<file path="src/rtl/decode_stage_pkg.sv">
// Shared RV32I decode encodings and the decoded-bundle type used by the
// decode stage and its combinational decoder.
package decode_stage_pkg;

    localparam int ALU_OP_WIDTH = 5;

    localparam logic [6:0] OPC_LUI    = 7'b0110111;
    localparam logic [6:0] OPC_AUIPC  = 7'b0010111;
    localparam logic [6:0] OPC_JAL    = 7'b1101111;
    localparam logic [6:0] OPC_JALR   = 7'b1100111;
    localparam logic [6:0] OPC_BRANCH = 7'b1100011;
    localparam logic [6:0] OPC_LOAD   = 7'b0000011;
    localparam logic [6:0] OPC_STORE  = 7'b0100011;
    localparam logic [6:0] OPC_OP_IMM = 7'b0010011;
    localparam logic [6:0] OPC_OP     = 7'b0110011;
    localparam logic [6:0] OPC_FENCE  = 7'b0001111;
    localparam logic [6:0] OPC_SYSTEM = 7'b1110011;

    localparam logic [1:0] OP_A_RS1  = 2'd0;
    localparam logic [1:0] OP_A_PC   = 2'd1;
    localparam logic [1:0] OP_A_ZERO = 2'd2;

    localparam logic [2:0] OP_B_RS2   = 3'd0;
    localparam logic [2:0] OP_B_IMM_I = 3'd1;
    localparam logic [2:0] OP_B_IMM_S = 3'd2;
    localparam logic [2:0] OP_B_IMM_U = 3'd4;
    localparam logic [2:0] OP_B_FOUR  = 3'd6;

    // Arithmetic ops are {1'b0, funct7[5], funct3}; compares are {2'b10, funct3}.
    localparam logic [ALU_OP_WIDTH-1:0] ALU_ADD  = 5'd0;
    localparam logic [ALU_OP_WIDTH-1:0] ALU_SLL  = 5'd1;
    localparam logic [ALU_OP_WIDTH-1:0] ALU_SLT  = 5'd2;
    localparam logic [ALU_OP_WIDTH-1:0] ALU_SLTU = 5'd3;
    localparam logic [ALU_OP_WIDTH-1:0] ALU_XOR  = 5'd4;
    localparam logic [ALU_OP_WIDTH-1:0] ALU_SRL  = 5'd5;
    localparam logic [ALU_OP_WIDTH-1:0] ALU_OR   = 5'd6;
    localparam logic [ALU_OP_WIDTH-1:0] ALU_AND  = 5'd7;
    localparam logic [ALU_OP_WIDTH-1:0] ALU_SUB  = 5'd8;
    localparam logic [ALU_OP_WIDTH-1:0] ALU_SRA  = 5'd13;
    localparam logic [ALU_OP_WIDTH-1:0] ALU_EQ   = 5'd16;
    localparam logic [ALU_OP_WIDTH-1:0] ALU_NE   = 5'd17;
    localparam logic [ALU_OP_WIDTH-1:0] ALU_LT   = 5'd20;
    localparam logic [ALU_OP_WIDTH-1:0] ALU_GE   = 5'd21;
    localparam logic [ALU_OP_WIDTH-1:0] ALU_LTU  = 5'd22;
    localparam logic [ALU_OP_WIDTH-1:0] ALU_GEU  = 5'd23;

    localparam logic [2:0] LDST_B  = 3'b000;
    localparam logic [2:0] LDST_H  = 3'b001;
    localparam logic [2:0] LDST_W  = 3'b010;
    localparam logic [2:0] LDST_BU = 3'b100;
    localparam logic [2:0] LDST_HU = 3'b101;

    localparam logic WB_EX_RESULT = 1'b0;
    localparam logic WB_LSU_DATA  = 1'b1;

    localparam logic [2:0] CSR_OP_RW  = 3'b001;
    localparam logic [2:0] CSR_OP_RS  = 3'b010;
    localparam logic [2:0] CSR_OP_RC  = 3'b011;
    localparam logic [2:0] CSR_OP_RWI = 3'b101;
    localparam logic [2:0] CSR_OP_RSI = 3'b110;
    localparam logic [2:0] CSR_OP_RCI = 3'b111;

    localparam logic [31:0] INSTR_ECALL  = 32'h0000_0073;
    localparam logic [31:0] INSTR_EBREAK = 32'h0010_0073;
    localparam logic [31:0] INSTR_MRET   = 32'h3020_0073;

    typedef struct packed {
        logic [1:0]              op_a_sel;
        logic [2:0]              op_b_sel;
        logic [ALU_OP_WIDTH-1:0] alu_op;
        logic                    mem_req;
        logic                    mem_we;
        logic [2:0]              mem_size;
        logic                    gpr_we;
        logic                    wb_src_sel;
        logic                    branch;
        logic                    jal;
        logic                    jalr;
        logic                    csr_we;
        logic [2:0]              csr_op;
        logic                    mret;
        logic                    illegal;
    } decode_bundle_t;

    localparam decode_bundle_t BUNDLE_RST = '{
        op_a_sel:   OP_A_RS1,
        op_b_sel:   OP_B_RS2,
        alu_op:     ALU_ADD,
        mem_size:   LDST_W,
        wb_src_sel: WB_EX_RESULT,
        default:    '0
    };

endpackage

</file>
<file path="src/rtl/decode_comb.sv">
// Combinational RV32I (+ optional Zicsr/MRET) decoder. Illegal encodings
// produce the idle bundle with only the illegal flag raised.
module decode_comb
    import decode_stage_pkg::*;
#(
    parameter bit CSR_EN = 1'b1
) (
    input  logic [31:0]    instr_i,
    output decode_bundle_t bundle_o
);

    logic [6:0]     opcode;
    logic [2:0]     funct3;
    logic [6:0]     funct7;
    logic           legal;
    decode_bundle_t b;

    assign opcode = instr_i[6:0];
    assign funct3 = instr_i[14:12];
    assign funct7 = instr_i[31:25];

    always_comb begin
        b     = BUNDLE_RST;
        legal = 1'b1;
        case (opcode)
            OPC_LUI: begin
                b.op_a_sel = OP_A_ZERO;
                b.op_b_sel = OP_B_IMM_U;
                b.gpr_we   = 1'b1;
            end
            OPC_AUIPC: begin
                b.op_a_sel = OP_A_PC;
                b.op_b_sel = OP_B_IMM_U;
                b.gpr_we   = 1'b1;
            end
            OPC_JAL: begin
                b.op_a_sel = OP_A_PC;
                b.op_b_sel = OP_B_FOUR;
                b.gpr_we   = 1'b1;
                b.jal      = 1'b1;
            end
            OPC_JALR: begin
                legal      = (funct3 == 3'd0);
                b.op_a_sel = OP_A_PC;
                b.op_b_sel = OP_B_FOUR;
                b.gpr_we   = 1'b1;
                b.jalr     = 1'b1;
            end
            OPC_BRANCH: begin
                legal    = (funct3 != 3'd2) && (funct3 != 3'd3);
                b.alu_op = {2'b10, funct3};
                b.branch = 1'b1;
            end
            OPC_LOAD: begin
                legal        = funct3 inside {3'd0, 3'd1, 3'd2, 3'd4, 3'd5};
                b.op_b_sel   = OP_B_IMM_I;
                b.mem_req    = 1'b1;
                b.mem_size   = funct3;
                b.gpr_we     = 1'b1;
                b.wb_src_sel = WB_LSU_DATA;
            end
            OPC_STORE: begin
                legal      = (funct3 <= 3'd2);
                b.op_b_sel = OP_B_IMM_S;
                b.mem_req  = 1'b1;
                b.mem_we   = 1'b1;
                b.mem_size = funct3;
            end
            OPC_OP_IMM: begin
                // Only shift-immediates constrain funct7; SRAI reuses the SUB/SRA bit.
                if (funct3 == 3'd1)      legal = (funct7 == 7'h00);
                else if (funct3 == 3'd5) legal = (funct7 == 7'h00) || (funct7 == 7'h20);
                b.op_b_sel = OP_B_IMM_I;
                b.alu_op   = {1'b0, (funct3 == 3'd5) & funct7[5], funct3};
                b.gpr_we   = 1'b1;
            end
            OPC_OP: begin
                legal    = (funct7 == 7'h00) ||
                           ((funct7 == 7'h20) && ((funct3 == 3'd0) || (funct3 == 3'd5)));
                b.alu_op = {1'b0, funct7[5], funct3};
                b.gpr_we = 1'b1;
            end
            OPC_FENCE: begin
                legal = (funct3 == 3'd0);
            end
            OPC_SYSTEM: begin
                if (!CSR_EN) begin
                    legal = 1'b0;
                end else if (funct3 == 3'd0) begin
                    legal  = (instr_i == INSTR_ECALL) || (instr_i == INSTR_EBREAK) ||
                             (instr_i == INSTR_MRET);
                    b.mret = (instr_i == INSTR_MRET);
                end else if (funct3 == 3'd4) begin
                    legal = 1'b0;
                end else begin
                    b.gpr_we = 1'b1;
                    b.csr_we = 1'b1;
                    b.csr_op = funct3;
                end
            end
            default: legal = 1'b0;
        endcase
        if (instr_i[1:0] != 2'b11) legal = 1'b0;
        if (!legal) begin
            b         = BUNDLE_RST;
            b.illegal = 1'b1;
        end
    end

    assign bundle_o = b;

endmodule

</file>
<file path="src/rtl/decode_stage.sv">
// Registered decode stage: decodes on the input path, holds up to two
// decoded bundles (output register + skid), with flush and illegal counter.
//
// state    | meaning
// EMPTY    | output register holds nothing
// HOLD     | output register valid, skid empty
// FULL     | output register and skid both valid
module decode_stage
    import decode_stage_pkg::*;
#(
    parameter int XLEN   = 32,
    parameter bit CSR_EN = 1'b1,
    parameter int CNT_W  = 16
) (
    input  logic                    clk_i,
    input  logic                    rst_ni,
    input  logic                    flush_i,
    input  logic                    in_valid_i,
    output logic                    in_ready_o,
    input  logic [31:0]             instr_i,
    input  logic [XLEN-1:0]         pc_i,
    output logic                    out_valid_o,
    input  logic                    out_ready_i,
    output logic [31:0]             instr_o,
    output logic [XLEN-1:0]         pc_o,
    output logic [1:0]              ex_op_a_sel_o,
    output logic [2:0]              ex_op_b_sel_o,
    output logic [ALU_OP_WIDTH-1:0] alu_op_o,
    output logic                    mem_req_o,
    output logic                    mem_we_o,
    output logic [2:0]              mem_size_o,
    output logic                    gpr_we_a_o,
    output logic                    wb_src_sel_o,
    output logic                    branch_o,
    output logic                    jal_o,
    output logic                    jalr_o,
    output logic                    csr_we_o,
    output logic [2:0]              csr_op_o,
    output logic                    mret_o,
    output logic                    illegal_instr_o,
    output logic [CNT_W-1:0]        illegal_cnt_o
);

    typedef enum logic [1:0] {ST_EMPTY, ST_HOLD, ST_FULL} state_e;

    state_e         state_q;
    decode_bundle_t dec_d;
    decode_bundle_t out_q, skid_q;
    logic [31:0]    out_instr_q, skid_instr_q;
    logic [XLEN-1:0] out_pc_q, skid_pc_q;
    logic           in_ready_q, out_valid_q;
    logic [CNT_W-1:0] cnt_q;
    logic           accept, drain;

    assign accept = in_valid_i & in_ready_q;
    assign drain  = out_valid_q & out_ready_i;

    decode_comb #(.CSR_EN(CSR_EN)) u_decode_comb (
        .instr_i  (instr_i),
        .bundle_o (dec_d)
    );

    always_ff @(posedge clk_i or negedge rst_ni) begin
        if (!rst_ni) begin
            state_q      <= ST_EMPTY;
            in_ready_q   <= 1'b1;
            out_valid_q  <= 1'b0;
            out_q        <= BUNDLE_RST;
            skid_q       <= BUNDLE_RST;
            out_instr_q  <= '0;
            skid_instr_q <= '0;
            out_pc_q     <= '0;
            skid_pc_q    <= '0;
            cnt_q        <= '0;
        end else begin
            // A bundle taken by execute counts even if a flush lands in the same cycle.
            if (drain && out_q.illegal && (cnt_q != '1)) cnt_q <= cnt_q + 1'b1;
            if (flush_i) begin
                state_q     <= ST_EMPTY;
                in_ready_q  <= 1'b1;
                out_valid_q <= 1'b0;
            end else begin
                case (state_q)
                    ST_EMPTY: begin
                        if (accept) begin
                            out_q       <= dec_d;
                            out_instr_q <= instr_i;
                            out_pc_q    <= pc_i;
                            out_valid_q <= 1'b1;
                            state_q     <= ST_HOLD;
                        end
                    end
                    ST_HOLD: begin
                        if (accept && drain) begin
                            out_q       <= dec_d;
                            out_instr_q <= instr_i;
                            out_pc_q    <= pc_i;
                        end else if (accept) begin
                            skid_q       <= dec_d;
                            skid_instr_q <= instr_i;
                            skid_pc_q    <= pc_i;
                            in_ready_q   <= 1'b0;
                            state_q      <= ST_FULL;
                        end else if (drain) begin
                            out_valid_q <= 1'b0;
                            state_q     <= ST_EMPTY;
                        end
                    end
                    ST_FULL: begin
                        if (drain) begin
                            out_q       <= skid_q;
                            out_instr_q <= skid_instr_q;
                            out_pc_q    <= skid_pc_q;
                            in_ready_q  <= 1'b1;
                            state_q     <= ST_HOLD;
                        end
                    end
                    default: begin
                        out_valid_q <= 1'b0;
                        in_ready_q  <= 1'b1;
                        state_q     <= ST_EMPTY;
                    end
                endcase
            end
        end
    end

    assign in_ready_o      = in_ready_q;
    assign out_valid_o     = out_valid_q;
    assign instr_o         = out_instr_q;
    assign pc_o            = out_pc_q;
    assign ex_op_a_sel_o   = out_q.op_a_sel;
    assign ex_op_b_sel_o   = out_q.op_b_sel;
    assign alu_op_o        = out_q.alu_op;
    assign mem_req_o       = out_q.mem_req;
    assign mem_we_o        = out_q.mem_we;
    assign mem_size_o      = out_q.mem_size;
    assign gpr_we_a_o      = out_q.gpr_we;
    assign wb_src_sel_o    = out_q.wb_src_sel;
    assign branch_o        = out_q.branch;
    assign jal_o           = out_q.jal;
    assign jalr_o          = out_q.jalr;
    assign csr_we_o        = out_q.csr_we;
    assign csr_op_o        = out_q.csr_op;
    assign mret_o          = out_q.mret;
    assign illegal_instr_o = out_q.illegal;
    assign illegal_cnt_o   = cnt_q;

endmodule

</file>
<file path="config.mk">
export PLATFORM = sky130hd
export DESIGN_NAME = decode_stage
export DESIGN_NICKNAME = d
export VERILOG_FILES = /design/src/rtl/decode_stage_pkg.sv /design/src/rtl/decode_comb.sv /design/src/rtl/decode_stage.sv
export SDC_FILE = /design/constraint.sdc
export NUM_CORES = 1
export LEC_CHECK = 0
export CORE_ASPECT_RATIO = 0.6
export CORE_UTILIZATION = 55
export DETAILED_ROUTE_END_ITERATION = 10
export HOLD_SLACK_MARGIN = 0.08
export PLACE_DENSITY = 0.93
export SLEW_MARGIN = 30
export SYNTH_ARGS = -nofsm -noshare
export SYNTH_HDL_FRONTEND = slang
export SYNTH_SLANG_ARGS = --single-unit
export TNS_END_PERCENT = 50
</file>
<file path="constraint.sdc">
create_clock -name clk_i -period 5.2 [get_ports clk_i]
set_input_delay 0.52 -clock clk_i [delete_from_list [all_inputs] [get_ports clk_i]]
set_output_delay 0.52 -clock clk_i [all_outputs]
set_load 0.05 [all_outputs]
</file>
==> summary by stage, run 1 <==
Outcome
The run finished, with violations left. The final reports fail on DRC.

Clock tree
The longest clock path from root to sink contains 2 buffers. After clock tree synthesis, the clock-pin slew on the worst setup and hold paths is 0.07 ns. The clock drives 200 sinks. The clock latency at the later pin of the worst-skew pair is between 0.4 and 0.5 ns. The TritonCTS clock tree is built. The count of hold buffers inserted by post-cts repair is 0. The count of instances resized after the clock tree is built is 0. In this run, CTS created clock tree buffers numbering 17. Post-CTS timing repair inserted 0 buffers for setup. The CTS root buffer is clkbuf_16. The H-tree was split into 4 levels.

Floorplanning
The die span in y is 100 um. After floorplanning, the core was divided into 35 placement rows. The I/O pin count is 177. The full die area is roughly 17000 sq um. The die is 166 um wide. The core region is 15500 sq um. The initial utilization of the core area, before any placement, comes to 57.2%.

Logic synthesis
The net count after synthesis is 1100. In this run the mean area of a mapped cell was around 8.6 sq um. By instance count, the leading cell after synthesis is nand2_1. The instance count of the mapped netlist is 1030. The post-synthesis instance area is 8890 sq um.

By area the synthesized netlist is led by dfrtp_1, nand2_1, a31oi_1, nor2_1, clkbuf_1. After synthesis, flip-flops and latches occupy approximately 56% of the total area. Yosys mapped a number of flops with a built-in enable equal to 0.

The number of warnings issued by yosys is 0. The share of synthesized flip-flops with an asynchronous set or reset is 100%. The synthesized flop and latch total is 200. By count the netlist is led by nand2_1, dfrtp_1, nor2_1.

The synthesized design spends more area on one cell type than any other, namely dfrtp_1. Counting distinct cell types in the post-synthesis netlist gives 53. The leading register cell type out of synthesis is dfrtp_1. The share of the synthesized area in the top cell type is 55.5%.

Setup path
The worst path arrival time is 3.32 ns. The startpoint identified for the worst register-to-register timing path is state_q[1]. For flop-to-flop paths, the worst setup slack is 2.58 ns. The critical path is of the in2reg type. The worst setup path is launched from an input port. The type of element capturing the critical path is a flop. In this run the critical register-to-register path is captured at branch_o.

Data on the critical path is required at its endpoint by around 5.6 ns. The maximum fanout count along the critical path is 11. For the worst flop-to-flop path, the logic depth is 6.

STA
The final clock skew is between 0.01 and 0.015 ns. After routing, the total negative slack on setup checks comes to 0 ns. At the pin with the least slew margin, the transition time is 0.825 ns. The final-report hold violation count is 0. The final clock period utilization by the worst path is between 50% and 60%.

The final count of pins violating max slew is 0. After layout, the minimum clock period comes to 2.97 ns. The remaining max-slew budget at the tightest pin is 45.0%. Setup violations remaining at the end of the flow were counted as 0. Setup repair after global routing left no endpoint under its margin. The maximum clock frequency is 0.336 GHz.

Routing
Summed over all layers, the routed wires come to 22.4 mm. The DRC violation count after routing is 13. In the routed layout, each cell is associated on average with a via count of 5.62.

The count of nets left with antenna violations once routing finished came out at 0. The pre-antenna-repair detailed-routing pass consisted of 9 iterations. The detailed-route via count is 7758. The average wire length per cell after detail routing is 16.3 um. The iteration-0 DRC count of the detailed router is 863.

Layout
Across the whole layout, storage elements account for 5010 sq um. In the final design database the tool counted approximately 1200 nets. The area of all placed cells without fillers is 11400 sq um. Cells with a size suffix above 1 make up 5.86% of the layout. The multi-input gate area in the final layout is 3600 sq um.

The number of antenna diodes in the final layout is 0. Counting the fill cells in the layout gives approximately 1100. The area growth from synthesis to layout is 27.9%.

Place
The post-detailed-placement half-perimeter wirelength is 14.9 mm. The last weighted congestion value of the routability-driven placer is ~0.9. The number of port buffers is approximately 180. The cell area reported after detailed placement is roughly 11000 sq um.

Power and ir drop
The fraction of power spent switching nets is 42.5%. After layout, the design draws a total of 6.39 mW. The internal power consumption is between 3 and 4 mW. The analysis attributes to cell leakage a power of 5.05 nW. The worst-case IR drop observed on VDD is 0.352 mV. The net switching power is between 2 and 3 mW.

The share of total power in combinational logic is 41.0%. For this design the ratio of total power to cell area is 562 nW/um^2. Per report_power, the sequential group accounts for 38.6% of the total. The share of power burned in the clock network is 20.4%.

GRT
The number of global-route vias before repair is 7235. For this run the aggregate overflow at the end of global routing stands at 0. The pin count of the biggest net entering global routing is 100.

The global-route total usage across every layer is 28.2%. The first-pass GRT wire length is 37.1 mm. The number of antenna violations at the first check in global routing came to 0.

Run
The count of maximum capacitance violations is 0.

Min path
The worst min-delay path class is in2async.
-- cells by family (layout without fill, tap and decap cells) --
logic type / count (synthesis) / after routing / synth area share [%]
AO/OA/AOI/OAI: 162 / 162 / 11.7
XOR/XNOR: 14 / 14 / 1.38
AND/OR/NAND/NOR: 572 / 572 / 26.5
buffers and inverters: 78 / 226 / 3.58
adder cells (fa/ha/maj): 1 / 1 / 0.141
flip-flops: 200 / 200 / 56.3
multiplexers: 3 / 3 / 0.380
-- power by group through the flow --
stage | logic [mW] | registers, mW | clock network [mW]
floorplan | 0.645 | 3.48 | 0
global placement | 2.55 | 2.45 | 0
CTS | 2.62 | 2.46 | 1.32
finish | 2.62 | 2.47 | 1.30
detailed placement | 2.62 | 2.48 | 0
global route | 2.79 | 2.54 | 1.40
-- sequential cells by signal, indices dropped and copies added, names as in the netlist, 3 cells and up --
name	cells
ex_op_b_sel_o	3
pc_o	32
instr_o	32
illegal_cnt_o	16
skid_pc_q	32
mem_size_o	3
skid_q	26
alu_op_o	5
csr_op_o	3
skid_instr_q	32
-- metal layers --
metal	vias up	track usage, %	routed length [um]
met2	324	42.8	9970
met4	0	6.90	170
met3	15	7.77	2060
met5	-	0	0
li1	3684	-	-
met1	3735	40.5	10300
-- cell usage in the layout, fill, tap and decap left out, types with 4 or more instances in the layout --
master	n
clkdlybuf4s50_1	175
and3_1	5
nor4_1	4
nand3_1	20
nor2_1	108
o31ai_1	7
nand4_1	11
a31oi_1	75
xnor2_1	11
o21ai_0	30
and2_1	6
dfrtp_1	197
nor3_1	6
buf_4	9
a21oi_1	23
clkbuf_16	17
nand2_1	384
inv_1	6
-- metrics by stage --
stage / worst slack, ns / hold WS [ns] / util, % / instances
finish: 2.23 / 0.161 / 73.1 / 1381
floorplan: 2.94 / 0.224 / - / 1030
CTS: 2.25 / 0.197 / 72.9 / 1380
global placement: 1.97 / 0.456 / 69.1 / 1347
detailed placement: 1.82 / 0.462 / 69.2 / 1348
global route: 2.10 / 0.215 / 73.1 / 1381
-- area by class of cell --
type	count	area share, %
tap	203	2.23
timing repair buffer	188	16.7
clock inverter	14	1.21
sequential	200	44.1
clock buffer	18	3.86
multi-input combinational	752	31.7
inverter	6	0.198
-- worst max-delay path by stage --
stage,end,slack [ns],cells after the start,start
2_1_floorplan,illegal_cnt_o[1],2.94,6,illegal_cnt_o[2]
3_3_place_gp,ex_op_b_sel_o[1],1.97,6,instr_i[3]
3_5_place_dp,skid_q[19],1.82,6,instr_i[3]
4_1_cts,skid_q[19],2.25,6,instr_i[3]
5_1_grt,skid_q[19],2.10,6,instr_i[3]
6_report,skid_q[19],2.23,6,instr_i[3]
-- critical path, stage by stage --
cell	delay (ns)
clkdlybuf4s50_1	0.58
nand4bb_1	0.55
or4_4	0.68
o21ai_2	0.46
o21ai_0	0.31
o21ai_0	0.21
Power figures use the tool's default switching activity.
==> run 2: changes to the inputs <==
--- a/config.mk
+++ b/config.mk
@@ -6,10 +6,10 @@
 export NUM_CORES = 1
 export LEC_CHECK = 0
 export CORE_ASPECT_RATIO = 0.6
-export CORE_UTILIZATION = 55
+export CORE_UTILIZATION = 47
 export DETAILED_ROUTE_END_ITERATION = 10
 export HOLD_SLACK_MARGIN = 0.08
-export PLACE_DENSITY = 0.93
+export PLACE_DENSITY = 0.86
 export SLEW_MARGIN = 30
 export SYNTH_ARGS = -nofsm -noshare
 export SYNTH_HDL_FRONTEND = slang
==> constraint.sdc (replaced) <==
create_clock -name clk_i -period 2.71 [get_ports clk_i]
set_input_delay 0.271 -clock clk_i [delete_from_list [all_inputs] [get_ports clk_i]]
set_output_delay 0.271 -clock clk_i [all_outputs]
set_load 0.05 [all_outputs]
==> summary by stage, run 2 (synthesis gave the netlist of run 1 again) <==
STA
The transition at the pin with the smallest max-transition slack is 0.706 ns. Derived from the worst setup path, the maximum achievable clock frequency is around 0.42 GHz. The final setup TNS is 0 ns. Setup violations remaining at the end of the flow were counted as 0. Measured against its own limit, the worst slew margin works out to 52.8%. The smallest clock period supported by the final layout is computed as 2.36 ns. The final clock skew is 0.0152 ns.

The final count of pins violating max slew came to 0. The smallest setup slack after layout is around 0.35 ns. The final-report hold violation count was 0.

Setup repair after global routing left no endpoint under its margin. The final clock period utilization by the worst path is 86.9%.

Setup path
STA classifies the critical path startpoint as an input port. The class of the most critical setup path is in2reg. The type of element capturing the critical path is a flop.

Counting buffers and inverters, the worst setup path is 8 cells deep. The worst path buffer plus inverter count is 2. The required time of the worst setup path is 3.04 ns. The cell family contributing the most delay on the critical path is simple AND/OR/NAND/NOR gates. The maximum fanout count along the critical path is 9.

The largest stage delay on the critical path is 0.56 ns. Traced cell by cell, the critical path runs through clkdlybuf4s50_1, nor4_1, nand4_1, or4_4, o21ai_2, buf_4, o21ai_4, o31ai_2. The cell type of the slowest stage on the worst timing path is or4_4. The worst register-to-register path has a depth of 7. The worst path arrival time is 2.69 ns.

Routing
The final route contains 7953 vias. The average wire length per cell after detail routing is approximately 17 um. The remaining antenna violation count after routing is 0.

The iteration-0 DRC count of the detailed router is 728. Summed over all layers, the routed wires come to 24.0 mm. The DRC violation count after routing is 14. The pre-antenna-repair detailed-routing pass consisted of 9 iterations.

The via density per instance is ~5.5.

Outcome
The checks that failed: DRC. The flow ran to the end, but the final reports show violations.

Clock tree
The number of buffers created by CTS is 17. The number of hold buffers added after CTS was 1. The depth of the CTS H-tree is 4. The CTS root buffer is clkbuf_16. For the worst-skew pair, the clock arrives at the later sink with an insertion delay of 0.44 ns. In this run the deepest clock path goes through 2 buffers. The clock-pin transition on the worst setup and hold timing paths is about 0.080 ns. Buffers added to address setup during post-CTS repair amount to 0. The count of instances resized after the clock tree is built is 0. The clock sink total is 200.

The TritonCTS clock tree is built.

Floorplanning
The area of the core region is 18300 sq um. The die span in y is around 110 um. Measured along the x axis, the die boundary spans approximately 180 um. Once the floorplan was initialized, standard cells occupied roughly half of the core. The floorplan step defined a die boundary enclosing 19500 sq um. In this run the core area contains 38 standard-cell rows.

177 I/O pins were placed.

Layout
The final net count is 1265. In the layout the commonest cells are nand2_1, dfrtp_1, clkdlybuf4s50_1. The library cell used most frequently in the layout, excluding fill and tap cells, is nand2_1. Compared with the post-synthesis result, the final layout area differs by 31.9%. Once layout is complete, the utilization of the core stands at between 60% and 70%. The finished cells cover 11700 sq um. The share of final-layout standard cells stronger than drive strength 1 is under 10%. The number of antenna diodes in the final layout is 0.

GRT
Summed over all layers, the global routing overflow is 0. The number of antenna violations at the first check in global routing is 0. The first global-routing pass estimated 38.9 mm of wire. The global-route total usage across every layer is 25.5%. Entering global routing, the biggest net connects 78 pins. The number of global-route vias before repair is roughly 7600.

Min path
The worst hold path was traced through 3 stages. The worst min-delay path class is in2reg.

Power and ir drop
For this design the static power due to leakage is 5.21 nW. The internal portion of the total power is between 7 and 8 mW. The fraction of power spent switching nets is 42.5%. The design draws between 10 and 15 mW. The sequential fraction of design power is 38.4%. Combinational logic burns 41.6% of the power. The power per unit of standard cell area is 1050 nW/um^2. The share of power burned in the clock network is 20.1%.

The analysis attributes to net switching a power of between 5 and 6 mW. The worst-case IR drop observed on VDD is approximately 0.71 mV.

Place
The number of port buffers is 176. Once placement finished, the instance area stood at 11200 sq um. The post-detailed-placement half-perimeter wirelength is 16.8 mm. Before CTS, the worst setup slack after placement is -0.0170 ns. The last weighted congestion value of the routability-driven placer is roughly 0.9.

Run
The count of maximum capacitance violations is 0.
-- run 2: cell types whose count changed in the layout (fill, tap and decap cells not counted) --
cell / before / now
clkbuf_8: 2 / 1
buf_4: 9 / 29
nand2b_4: 1 / 0
inv_6: 3 / 8
buf_12: 2 / 12
nand2b_2: 0 / 1
dlygate4sd3_1: 0 / 1
inv_8: 3 / 0
clkinv_4: 2 / 1
clkinv_2: 3 / 2
buf_16: 1 / 0
-- run 2: worst reg2reg max path: cells and delay by family (launching register included) --
| kind | cells | cell delay, ns |
|---|---|---|
| compound gates | 3 | 0.57 |
| flops | 1 | 0.58 |
| simple gates | 2 | 0.37 |
| buf+inv | 2 | 0.51 |
-- run 2: power by group through the flow --
stage | clock [mW] | combinational [mW] | sequential [mW]
2_1_floorplan | 0 | 1.24 | 6.68
3_3_place_gp | 0 | 5.02 | 4.70
3_5_place_dp | 0 | 5.11 | 4.75
4_1_cts | 2.52 | 5.14 | 4.72
5_1_grt | 2.62 | 5.44 | 4.85
6_report | 2.47 | 5.11 | 4.72
-- run 2: per-layer routing --
| layer | global-route usage (%) | wire length (um) |
|---|---|---|
| met5 | 0 | 0 |
| met4 | 6.22 | 236 |
| met3 | 7.34 | 2300 |
| met2 | 39.1 | 10500 |
| met1 | 35.7 | 10900 |
-- run 2: final cells by class --
class	count	area [sq um]
Tap cell	240	300
Timing Repair Buffer	218	2230
Sequential cell	200	5010
Clock inverter	14	134
Fill cell	1489	6580
Inverter	6	22.5
Clock buffer	17	425
Multi-Input combinational cell	752	3600
-- run 2: path summary, 6_finish.rpt --
check                         startpoint           endpoint  slack, ns
setup / recovery              instr_i[8]         skid_q[16]       0.35
hold / removal                  pc_i[15]      skid_pc_q[15]       0.39
setup reg to reg              in_ready_o           pc_o[18]       0.60
hold reg to reg            skid_pc_q[31]      skid_pc_q[31]       0.48
max in group asynchronous         rst_ni         skid_q[11]       1.43
min in group asynchronous         rst_ni  illegal_cnt_o[10]       0.40
-- run 2: per-stage QoR --
step / cells / hold WS (ns)
after floorplan: 1030 / -0.0246
after global placement: 1415 / 0.341
after detailed placement: 1415 / 0.348
after CTS: 1447 / 0.388
after global routing: 1447 / 0.404
final: 1447 / 0.391
==> run 3: changes to the inputs <==
--- a/config.mk
+++ b/config.mk
@@ -7,6 +7,7 @@
 export LEC_CHECK = 0
 export CORE_ASPECT_RATIO = 0.6
 export CORE_UTILIZATION = 47
+export CTS_CLUSTER_SIZE = 30
 export DETAILED_ROUTE_END_ITERATION = 10
 export HOLD_SLACK_MARGIN = 0.08
 export PLACE_DENSITY = 0.86
==> results of run 3 <==
The final DEF is identical to that of run 2; final timing and power are the same.
